File: config.mk
export PLATFORM = sky130hd
export DESIGN_NAME = uart_tx
export DESIGN_NICKNAME = d
export VERILOG_FILES = /design/src/rtl/uart_pkg.sv /design/src/rtl/uart_baud_gen.sv /design/src/rtl/uart_tx.sv
export SDC_FILE = /design/constraint.sdc
export NUM_CORES = 1
export LEC_CHECK = 0
export ABC_AREA = 1
export CAP_MARGIN = 10
export CELL_PAD_IN_SITES_DETAIL_PLACEMENT = 0
export CELL_PAD_IN_SITES_GLOBAL_PLACEMENT = 1
export CORE_MARGIN = 4
export CORE_UTILIZATION = 42
export CTS_CLUSTER_DIAMETER = 100
export DETAILED_ROUTE_END_ITERATION = 7
export PLACE_DENSITY = 0.87
export SYNTH_ARGS = -nofsm -noshare
export SYNTH_HDL_FRONTEND = slang
export SYNTH_SLANG_ARGS = --single-unit
File: constraint.sdc
create_clock -name clk -period 1.78 [get_ports clk]
set_input_delay 0.356 -clock clk [delete_from_list [all_inputs] [get_ports clk]]
set_output_delay 0.356 -clock clk [all_outputs]
set_load 0.05 [all_outputs]
File: src/rtl/uart_pkg.sv
// Definitions shared by uart_tx and UART_rx: FSM states, line timing and parity helpers.
package uart_pkg;

    typedef enum logic [2:0] {
        IDLE,
        START,
        DATA,
        PARITY,
        STOP
    } uart_state_e;

    localparam int CLK_HZ = 5_000_000;
    localparam int BAUD   = 4800;
    // 5 MHz / 4800 baud = 1041.67, rounded to the nearest whole clock.
    localparam int CLKS_PER_BIT = (CLK_HZ + BAUD / 2) / BAUD;

    localparam logic PARITY_SEL_EVEN = 1'b0;
    localparam logic PARITY_SEL_ODD  = 1'b1;

    function automatic logic calc_parity(input logic [7:0] data, input logic odd);
        return (^data) ^ odd;
    endfunction

endpackage

File: src/rtl/uart_baud_gen.sv
// Bit-period counter: counts 0..CLKS_PER_BIT-1 and ticks on the last count of each bit.
module uart_baud_gen #(
    parameter int CLKS_PER_BIT = uart_pkg::CLKS_PER_BIT
) (
    input  logic clk,
    input  logic rst,
    input  logic clear_i,
    output logic tick_o
);

    localparam int CNT_W = $clog2(CLKS_PER_BIT);
    localparam logic [CNT_W-1:0] LAST = CNT_W'(CLKS_PER_BIT - 1);

    logic [CNT_W-1:0] cnt_q;
    logic [CNT_W-1:0] cnt_d;
    logic             at_last;

    assign at_last = (cnt_q == LAST);
    assign tick_o  = at_last && !clear_i;

    always_comb begin
        // NOTE: default assignment first, so every path drives cnt_d and no latch is inferred.
        cnt_d = cnt_q + 1'b1;
        if (clear_i || at_last) begin
            cnt_d = '0;
        end
    end

    always_ff @(posedge clk or posedge rst) begin
        if (rst) begin
            cnt_q <= '0;
        end else begin
            cnt_q <= cnt_d;
        end
    end

endmodule

File: src/rtl/uart_tx.sv
// UART transmitter: one byte per valid/ready handshake, sent LSB-first as start, data, parity, stop.
module uart_tx #(
    parameter int CLKS_PER_BIT = uart_pkg::CLKS_PER_BIT,
    parameter int DATA_BITS    = 8,
    parameter int PARITY_EN    = 0,
    parameter int PARITY_ODD   = 0,
    parameter int STOP_BITS    = 1
) (
    input  logic                 clk,
    input  logic                 rst,
    input  logic [DATA_BITS-1:0] tx_data,
    input  logic                 tx_valid,
    output logic                 tx_ready,
    output logic                 Rs232_tx,
    output logic                 busy,
    output logic                 done_flag
);

    import uart_pkg::*;

    localparam int BIT_W = $clog2(DATA_BITS);
    localparam logic [BIT_W-1:0] LAST_BIT = BIT_W'(DATA_BITS - 1);
    localparam logic LAST_STOP = 1'(STOP_BITS - 1);
    localparam logic PAR_SEL = (PARITY_ODD != 0) ? PARITY_SEL_ODD : PARITY_SEL_EVEN;

    uart_state_e          state_q;
    logic [DATA_BITS-1:0] shift_q;
    logic [BIT_W-1:0]     bit_cnt_q;
    logic                 stop_cnt_q;
    logic                 parity_q;
    logic                 tx_q;
    logic                 ready_q;
    logic                 busy_q;
    logic                 done_q;
    logic                 baud_clear;
    logic                 bit_tick;

    // Holding the counter in IDLE makes the first bit start exactly one cycle after the handshake.
    assign baud_clear = (state_q == IDLE);

    uart_baud_gen #(
        .CLKS_PER_BIT(CLKS_PER_BIT)
    ) u_baud_gen (
        .clk    (clk),
        .rst    (rst),
        .clear_i(baud_clear),
        .tick_o (bit_tick)
    );

    always_ff @(posedge clk or posedge rst) begin
        if (rst) begin
            state_q    <= IDLE;
            shift_q    <= '0;
            bit_cnt_q  <= '0;
            stop_cnt_q <= 1'b0;
            parity_q   <= 1'b0;
            tx_q       <= 1'b1;
            ready_q    <= 1'b1;
            busy_q     <= 1'b0;
            done_q     <= 1'b0;
        end else begin
            // NOTE: non-blocking assignments throughout, so every branch sees pre-edge state.
            done_q <= 1'b0;
            case (state_q)
                IDLE: begin
                    if (tx_valid && ready_q) begin
                        shift_q  <= tx_data;
                        parity_q <= calc_parity(8'(tx_data), PAR_SEL);
                        tx_q     <= 1'b0;
                        ready_q  <= 1'b0;
                        busy_q   <= 1'b1;
                        state_q  <= START;
                    end
                end
                START: begin
                    if (bit_tick) begin
                        tx_q      <= shift_q[0];
                        shift_q   <= shift_q >> 1;
                        bit_cnt_q <= '0;
                        state_q   <= DATA;
                    end
                end
                DATA: begin
                    if (bit_tick) begin
                        if (bit_cnt_q == LAST_BIT) begin
                            if (PARITY_EN != 0) begin
                                tx_q    <= parity_q;
                                state_q <= PARITY;
                            end else begin
                                tx_q       <= 1'b1;
                                stop_cnt_q <= 1'b0;
                                state_q    <= STOP;
                            end
                        end else begin
                            tx_q      <= shift_q[0];
                            shift_q   <= shift_q >> 1;
                            bit_cnt_q <= bit_cnt_q + 1'b1;
                        end
                    end
                end
                PARITY: begin
                    if (bit_tick) begin
                        tx_q       <= 1'b1;
                        stop_cnt_q <= 1'b0;
                        state_q    <= STOP;
                    end
                end
                STOP: begin
                    if (bit_tick) begin
                        if (stop_cnt_q == LAST_STOP) begin
                            done_q  <= 1'b1;
                            ready_q <= 1'b1;
                            busy_q  <= 1'b0;
                            state_q <= IDLE;
                        end else begin
                            stop_cnt_q <= 1'b1;
                        end
                    end
                end
                default: begin
                    tx_q    <= 1'b1;
                    ready_q <= 1'b1;
                    busy_q  <= 1'b0;
                    state_q <= IDLE;
                end
            endcase
        end
    end

    assign tx_ready  = ready_q;
    assign busy      = busy_q;
    assign Rs232_tx  = tx_q;
    assign done_flag = done_q;

endmodule

==> qor.csv, run 1 <==
stage;metric;value;unit
run_status;status;complete, no violations;
layout;instances_no_fill;283;
placement;dp.cells;275;
placement;gp_congestion;0.852;
drt;drc_errors;0;
drt;drt_wl_total;3310;um
timing;fin_tns_setup;0;ns
setup_path;worstPathRequired;1.95;ns
drt;drt_iter0_markers;47;
layout;finish.net_count;249;
layout;fillCellCount;386;
setup_path;cp-end-kind;register;
grt;antenna_found_initial;0;
floorplan;initial_core_util;44.9;%
setup_path;critPathLaunchType;register;
grt;grt_pass1_wl;5710;um
layout;final_cell_mix;nand2_1 (73), dfrtp_1 (27), nand3_1 (18), inv_1 (16), nor2_1 (15);
drt;num_vias;1370;
cts;clock_insertion_delay_worst_skew;0.28;ns
grt;grt_max_degree;30;
layout;drive_above_1_share;15.7;%
timing;tightest_slew;0.469;ns
floorplan;die_area;5140;um2
power;p_leak;0.00100;uW
grt;overflow;0;
timing;rsz0062_at_grt;no;
placement;place_ws;0.147;ns
cts;hold_buffers;0;
placement;io_buffer_count;14;
flow_run;drv_cap;0;
worst_hold_path;hp-class;in2async;
timing;setup_violations;0;
timing;slew_violations;0;
setup_path;path_class;reg2reg;
layout;diodes;0;
placement;dpl-instance-area;1920;um2
synth;syn_inst;212;
timing;fin_ws;0.155;ns
timing;min_period_over_period;91.3;%
drt;viasPerCell;4.84;
synth;synth_seq_cells;29;
timing;finalCriticalPeriod;1.62;ns
power;ir_worst_vdd;0.000306;V
floorplan;die_h;71.7;um
cts;cts_root_buf;clkbuf_8;
layout;utilization;52.7;%
setup_path;cp.arrival;1.79;ns
floorplan;dieWidth;71.7;um
layout;final_common_cell;nand2_1;
synth;yosysWarnings;0;
cts;cts_tree;done;
placement;hpwl;2390;um
floorplan;design.portCount;15;
timing;max-slew-margin-rel;68.5;%
layout;fin_area;2000;um2
synth;avgSynthCellArea;8.04;um2
drt;post_drt_wl_per_cell;11.7;um
grt;grtUsageTotal;14.4;%
power;cellPowerDensity;612;nW/um2
cts;ctsHtreeMaxLevel;2;
cts;cts_buffer_depth;2;
synth;ys.flop_type;dfrtp_1;
synth;synth_cell_types;31;
timing;timing_hold_violations_final;0;
synth;seq_area_frac_synth;42.7;%
grt;first_global_vias;1291;
cts;post_cts_buffers;0;
cts;clk_pin_slew;0.06;ns
floorplan;core;3800;um2
cts;tritoncts.num_buffers;5;
synth;synthesis.area;1710;um2
layout;area_growth;17.3;%
drt;drtAntennaViolNets;0;
synth;synth_nets;227;
timing;max_freq;615;MHz
drt;drt-pass1-iter-count;4;
synth;synth_edf_count;0;
synth;ys_async_sr_fraction;100;%
floorplan;rows;22;
cts;cts_sinks;29;
timing;fin_skew;0.00654;ns
setup_path;path_max_fanout;8;
-- path summary, 6_finish.rpt --
check                               startpoint         end  slack (ns)  cells past startpoint
setup / recovery           u_baud_gen.cnt_q[1]  shift_q[4]        0.16                      9
hold / removal                             rst        busy        0.45                      3
min in group clk                    shift_q[0]  shift_q[0]        0.47                      2
setup reg to reg           u_baud_gen.cnt_q[1]  shift_q[4]        0.16                      9
hold reg to reg                     shift_q[0]  shift_q[0]        0.47                      2
max in group asynchronous                  rst    Rs232_tx        1.00                      3
-- synth_stat cells (3+ instances only) --
cell type	instances	share of area, %
nand3_4	3	3.1
a21oi_1	5	1.5
dfrtp_1	27	40
nand2_1	73	16
o21ai_0	3	0.88
nand3_1	18	5.3
nor3_1	7	2.1
inv_1	16	3.5
nand4_1	9	3.3
inv_2	4	0.88
nor2_1	15	3.3
ha_1	4	2.9
-- worst max-delay path, stage by stage (launching register included) --
cell	delay, ns
dfrtp_1	0.41
inv_1	0.07
ha_1	0.18
nand2_1	0.06
nor2_1	0.13
nand3_2	0.17
nand2_2	0.22
nand3_4	0.15
nand2_1	0.09
nand2_1	0.05
-- cell type report --
class,instances,area [um2],share of cell area (%)
tap,48,60.1,3.00
timing repair buffer,19,193,9.63
sequential,29,728,36.4
clock buffer,8,80.1,4.00
inverter,21,78.8,3.94
multi-input combinational,158,861,43.0
-- per-layer routing --
layer / vias to the layer above / track usage, % / share of wire, %
met5: - / 0 / 0
met4: 0 / 8.14 / 2.7
met3: 8 / 3.37 / 4.3
met2: 25 / 20.8 / 43
met1: 603 / 19.6 / 50
li1: 734 / - / -
-- power by group --
group          switching (uW)  internal, uW  total [uW]
logic                    20.5          24.7        45.3
clock network             242           277         519
registers                   0           660         660
total                     262           961        1220
-- registers in the layout, indices dropped and copies added, names as in the netlist --
name              flops
Rs232_tx              1
bit_cnt_q             3
busy                  1
done_flag             1
shift_q               8
state_q               3
tx_ready              1
u_baud_gen.cnt_q     11
-- per-stage QoR --
stage / total power [uW] / hold WS (ns)
after floorplan: 689 / 0.433
after global placement: 718 / 0.454
after detailed placement: 718 / 0.459
after CTS: 1240 / 0.456
after global routing: 1270 / 0.487
final: 1220 / 0.449
-- kinds of logic (layout without fill, tap and decap cells) --
family / after synthesis / count (layout) / share of synthesized area (%)
and+or+nand+nor: 140 / 140 / 42.4
adders and majority gates: 4 / 4 / 2.93
buffers and inverters: 25 / 48 / 7.04
DFF: 29 / 29 / 42.7
AOI/OAI and AO/OA: 12 / 12 / 3.89
xor gates and xnor gates: 2 / 2 / 1.03
-- repair_timing --
action,4_1_cts,5_1_grt
gates resized for setup,0,1
hold endpoints to repair,0,0
setup endpoints to repair,0,2
(Power assumes the default switching activity.)
==> inputs of run 2 (changes only) <==
--- a/config.mk
+++ b/config.mk
@@ -6,7 +6,7 @@
 export NUM_CORES = 1
 export LEC_CHECK = 0
 export ABC_AREA = 1
-export CAP_MARGIN = 10
+export CAP_MARGIN = 40
 export CELL_PAD_IN_SITES_DETAIL_PLACEMENT = 0
 export CELL_PAD_IN_SITES_GLOBAL_PLACEMENT = 1
 export CORE_MARGIN = 4
==> results of run 2 <==
No change in the layout: final DEF, timing and power equal those of run 1.
==> inputs of run 3 (changes only) <==
--- a/config.mk
+++ b/config.mk
@@ -6,14 +6,15 @@
 export NUM_CORES = 1
 export LEC_CHECK = 0
 export ABC_AREA = 1
-export CAP_MARGIN = 40
 export CELL_PAD_IN_SITES_DETAIL_PLACEMENT = 0
 export CELL_PAD_IN_SITES_GLOBAL_PLACEMENT = 1
 export CORE_MARGIN = 4
 export CORE_UTILIZATION = 42
 export CTS_CLUSTER_DIAMETER = 100
 export DETAILED_ROUTE_END_ITERATION = 7
+export GPL_TIMING_DRIVEN = 0
 export PLACE_DENSITY = 0.87
 export SYNTH_ARGS = -nofsm -noshare
 export SYNTH_HDL_FRONTEND = slang
 export SYNTH_SLANG_ARGS = --single-unit
+export TNS_END_PERCENT = 100
==> run 3 against run 2 <==
Count of clock-buffer cells in the layout unchanged; wire length about the same; flip-flop and latch count unchanged; die area stayed put; critical path type is now reg2out.
==> qor.csv, run 3 (synthesized netlist as in run 1, its figures left out) <==
stage;metric;value;unit;change
power;p_int;997;uW;was 961 uW
setup_path;path_max_fanout;2;;was 8
cts;cts_root_buf;clkbuf_8;;unchanged
cts;clock_insertion_delay_worst_skew;0.28;ns;about the same
timing;slew_violations;0;;unchanged
run_status;status;complete, no violations;;unchanged
timing;max_freq;589;MHz;was 615 MHz
setup_path;cp-end-kind;primary output;;was register
placement;gp_congestion;0.800;;was 0.852
floorplan;dieWidth;71.7;um;unchanged
drt;viasPerCell;4.90;;was 4.84
grt;grtUsageTotal;14.5;%;was 14.4%
drt;num_vias;1386;;was 1370
setup_path;critPathLaunchType;register;;unchanged
timing;max-slew-margin-rel;26.3;%;was 68.5%
timing;setup_violations;0;;unchanged
drt;post_drt_wl_per_cell;11.7;um;about the same
power;ir_worst_vdd;0.000384;V;was 0.000306 V
drt;drt_iter0_markers;71;;was 47
power;switching_share;20.5;%;was 21.4%
setup_path;cpPeakStageDelay;0.54;ns;was 0.41 ns
cts;cts_sinks;29;;unchanged
layout;finish.net_count;249;;unchanged
setup_path;cp.arrival;1.34;ns;was 1.79 ns
setup_path;path_cells;dlygate4sd2_1;;was inv_1 > ha_1 > nand2_1 > nor2_1 > nand3_2 > nand2_2 > nand3_4 > nand2_1 > nand2_1
floorplan;die_area;5140;um2;unchanged
timing;hold_slack;0.467;ns;was 0.449 ns
cts;cts_buffer_depth;2;;unchanged
timing;rsz0062_at_grt;no;;unchanged
floorplan;core;3800;um2;unchanged
setup_path;cpMaxStageDelayCell;dfstp_2;;was dfrtp_1
drt;drt_wl_total;3320;um;was 3310 um
grt;grt_pass1_wl;5930;um;was 5710 um
power;cellPowerDensity;624;nW/um2;was 612 nW/um2
power;pwr-share-comb;3.4;%;was 3.7%
cts;tritoncts.num_buffers;5;;unchanged
power;power_switching;257;uW;was 262 uW
timing;finalCriticalPeriod;1.70;ns;was 1.62 ns
setup_path;path_class;reg2out;;was reg2reg
worst_hold_path;hp-class;reg2reg;;was in2async
drt;drt-pass1-iter-count;4;;unchanged
grt;overflow;0;;unchanged
setup_path;worstPathRequired;1.42;ns;was 1.95 ns
timing;fin_tns_setup;0;ns;unchanged
layout;largest_reg_flops;11;;unchanged
grt;grt_max_degree;30;;unchanged
layout;utilization;52.9;%;was 52.7%
power;p_clk_share;44.0;%;was 42.4%
layout;fillCellCount;372;;was 386
timing;tightest_slew;1.10;ns;was 0.469 ns
layout;drive_above_1_share;14.5;%;was 15.7%
power;finalPower;1250;uW;was 1220 uW
cts;ctsHtreeMaxLevel;2;;unchanged
floorplan;die_h;71.7;um;unchanged
layout;largest-register;u_baud_gen.cnt_q;;unchanged
power;seq_power_share;52.6;%;was 53.9%
setup_path;crit_buf_inv;1;;unchanged
timing;min_period_over_period;95.3;%;was 91.3%
setup_path;crit_family;flip-flops;;was simple AND/OR/NAND/NOR gates
timing;fin_skew;0.00865;ns;was 0.00654 ns
drt;drtAntennaViolNets;0;;unchanged
placement;io_buffer_count;14;;unchanged
layout;top_regs;u_baud_gen.cnt_q x11, shift_q x8;;unchanged
grt;antenna_found_initial;0;;unchanged
cts;cts_tree;done;;unchanged
layout;diodes;0;;unchanged
floorplan;initial_core_util;44.9;%;unchanged
placement;hpwl;2420;um;was 2390 um
timing;timing_hold_violations_final;0;;unchanged
layout;area_growth;17.8;%;was 17.3%
layout;final_cell_mix;nand2_1 (73), dfrtp_1 (27), nand3_1 (18), inv_1 (16), nor2_1 (15);;unchanged
flow_run;drv_cap;0;;unchanged
layout;final_common_cell;nand2_1;;unchanged
cts;clk_pin_slew;0.06;ns;about the same
power;p_leak;0.00102;uW;was 0.00100 uW
floorplan;rows;22;;unchanged
floorplan;design.portCount;15;;unchanged
grt;first_global_vias;1296;;was 1291
drt;drc_errors;0;;unchanged
run 3: changes by cell type in the layout (fill, tap and decap cells not counted), sizes merged:
cell / before / now
clkbuf: 8 / 9
dlygate4sd2: 0 / 4
buf: 9 / 4
run 3: path summary, 6_finish.rpt:
kind                       slack (ns)  depth (start not counted)                start                   to
setup / recovery                 0.08                          1             Rs232_tx             Rs232_tx
hold / removal                   0.47                          2           shift_q[0]           shift_q[0]
setup reg to reg                 0.17                          7  u_baud_gen.cnt_q[0]  u_baud_gen.cnt_q[6]
hold reg to reg                  0.47                          2           shift_q[0]           shift_q[0]
max in group asynchronous        0.46                          2                  rst           shift_q[6]
min in group asynchronous        0.66                          2                  rst           state_q[1]
run 3: routing by layer:
layer  share of wire [%]  track usage (%)  wire (um)  up-vias
met5                   0                0          0        -
met3                 4.8             4.35        159        6
met2                  43             20.5       1410       24
li1                    -                -          -      734
met1                  51             21.0       1690      622
met4                 1.7             5.01         55        0
run 3: stage by stage:
step                setup WS (ns)  cell area, um2  instances
floorplan                   0.324            1710        212
global placement           0.0247            1910        274
detailed placement         0.0220            1910        274
CTS                        0.0703            1990        282
global route               0.0152            2010        283
finish                     0.0834            2010        283
run 3: layout make-up:
cell class,count,area [um2],share of cell area (%)
plain buffers,4,43.8,2.18
multi-input cells,158,866,43.1
well taps,48,60.1,2.99
flip-flops and latches,29,728,36.2
inverters,21,78.8,3.92
clock buffers,8,90.1,4.48
repair buffers,15,143,7.10
run 3: power groups by stage:
stage / sequential (uW) / combinational [uW] / clock, uW
finish: 660 / 42.9 / 552
global route: 659 / 50.0 / 597
CTS: 660 / 44.8 / 573
detailed placement: 671 / 44.8 / 0
global placement: 671 / 44.3 / 0
floorplan: 671 / 17.2 / 0
run 3: repair_timing:
action | in CTS | in global routing
pin swaps | 0 | 1
setup buffers | 0 | 1
gates resized for setup | 4 | 3
hold buffers | 0 | 0
endpoints found under the setup margin | 4 | 11
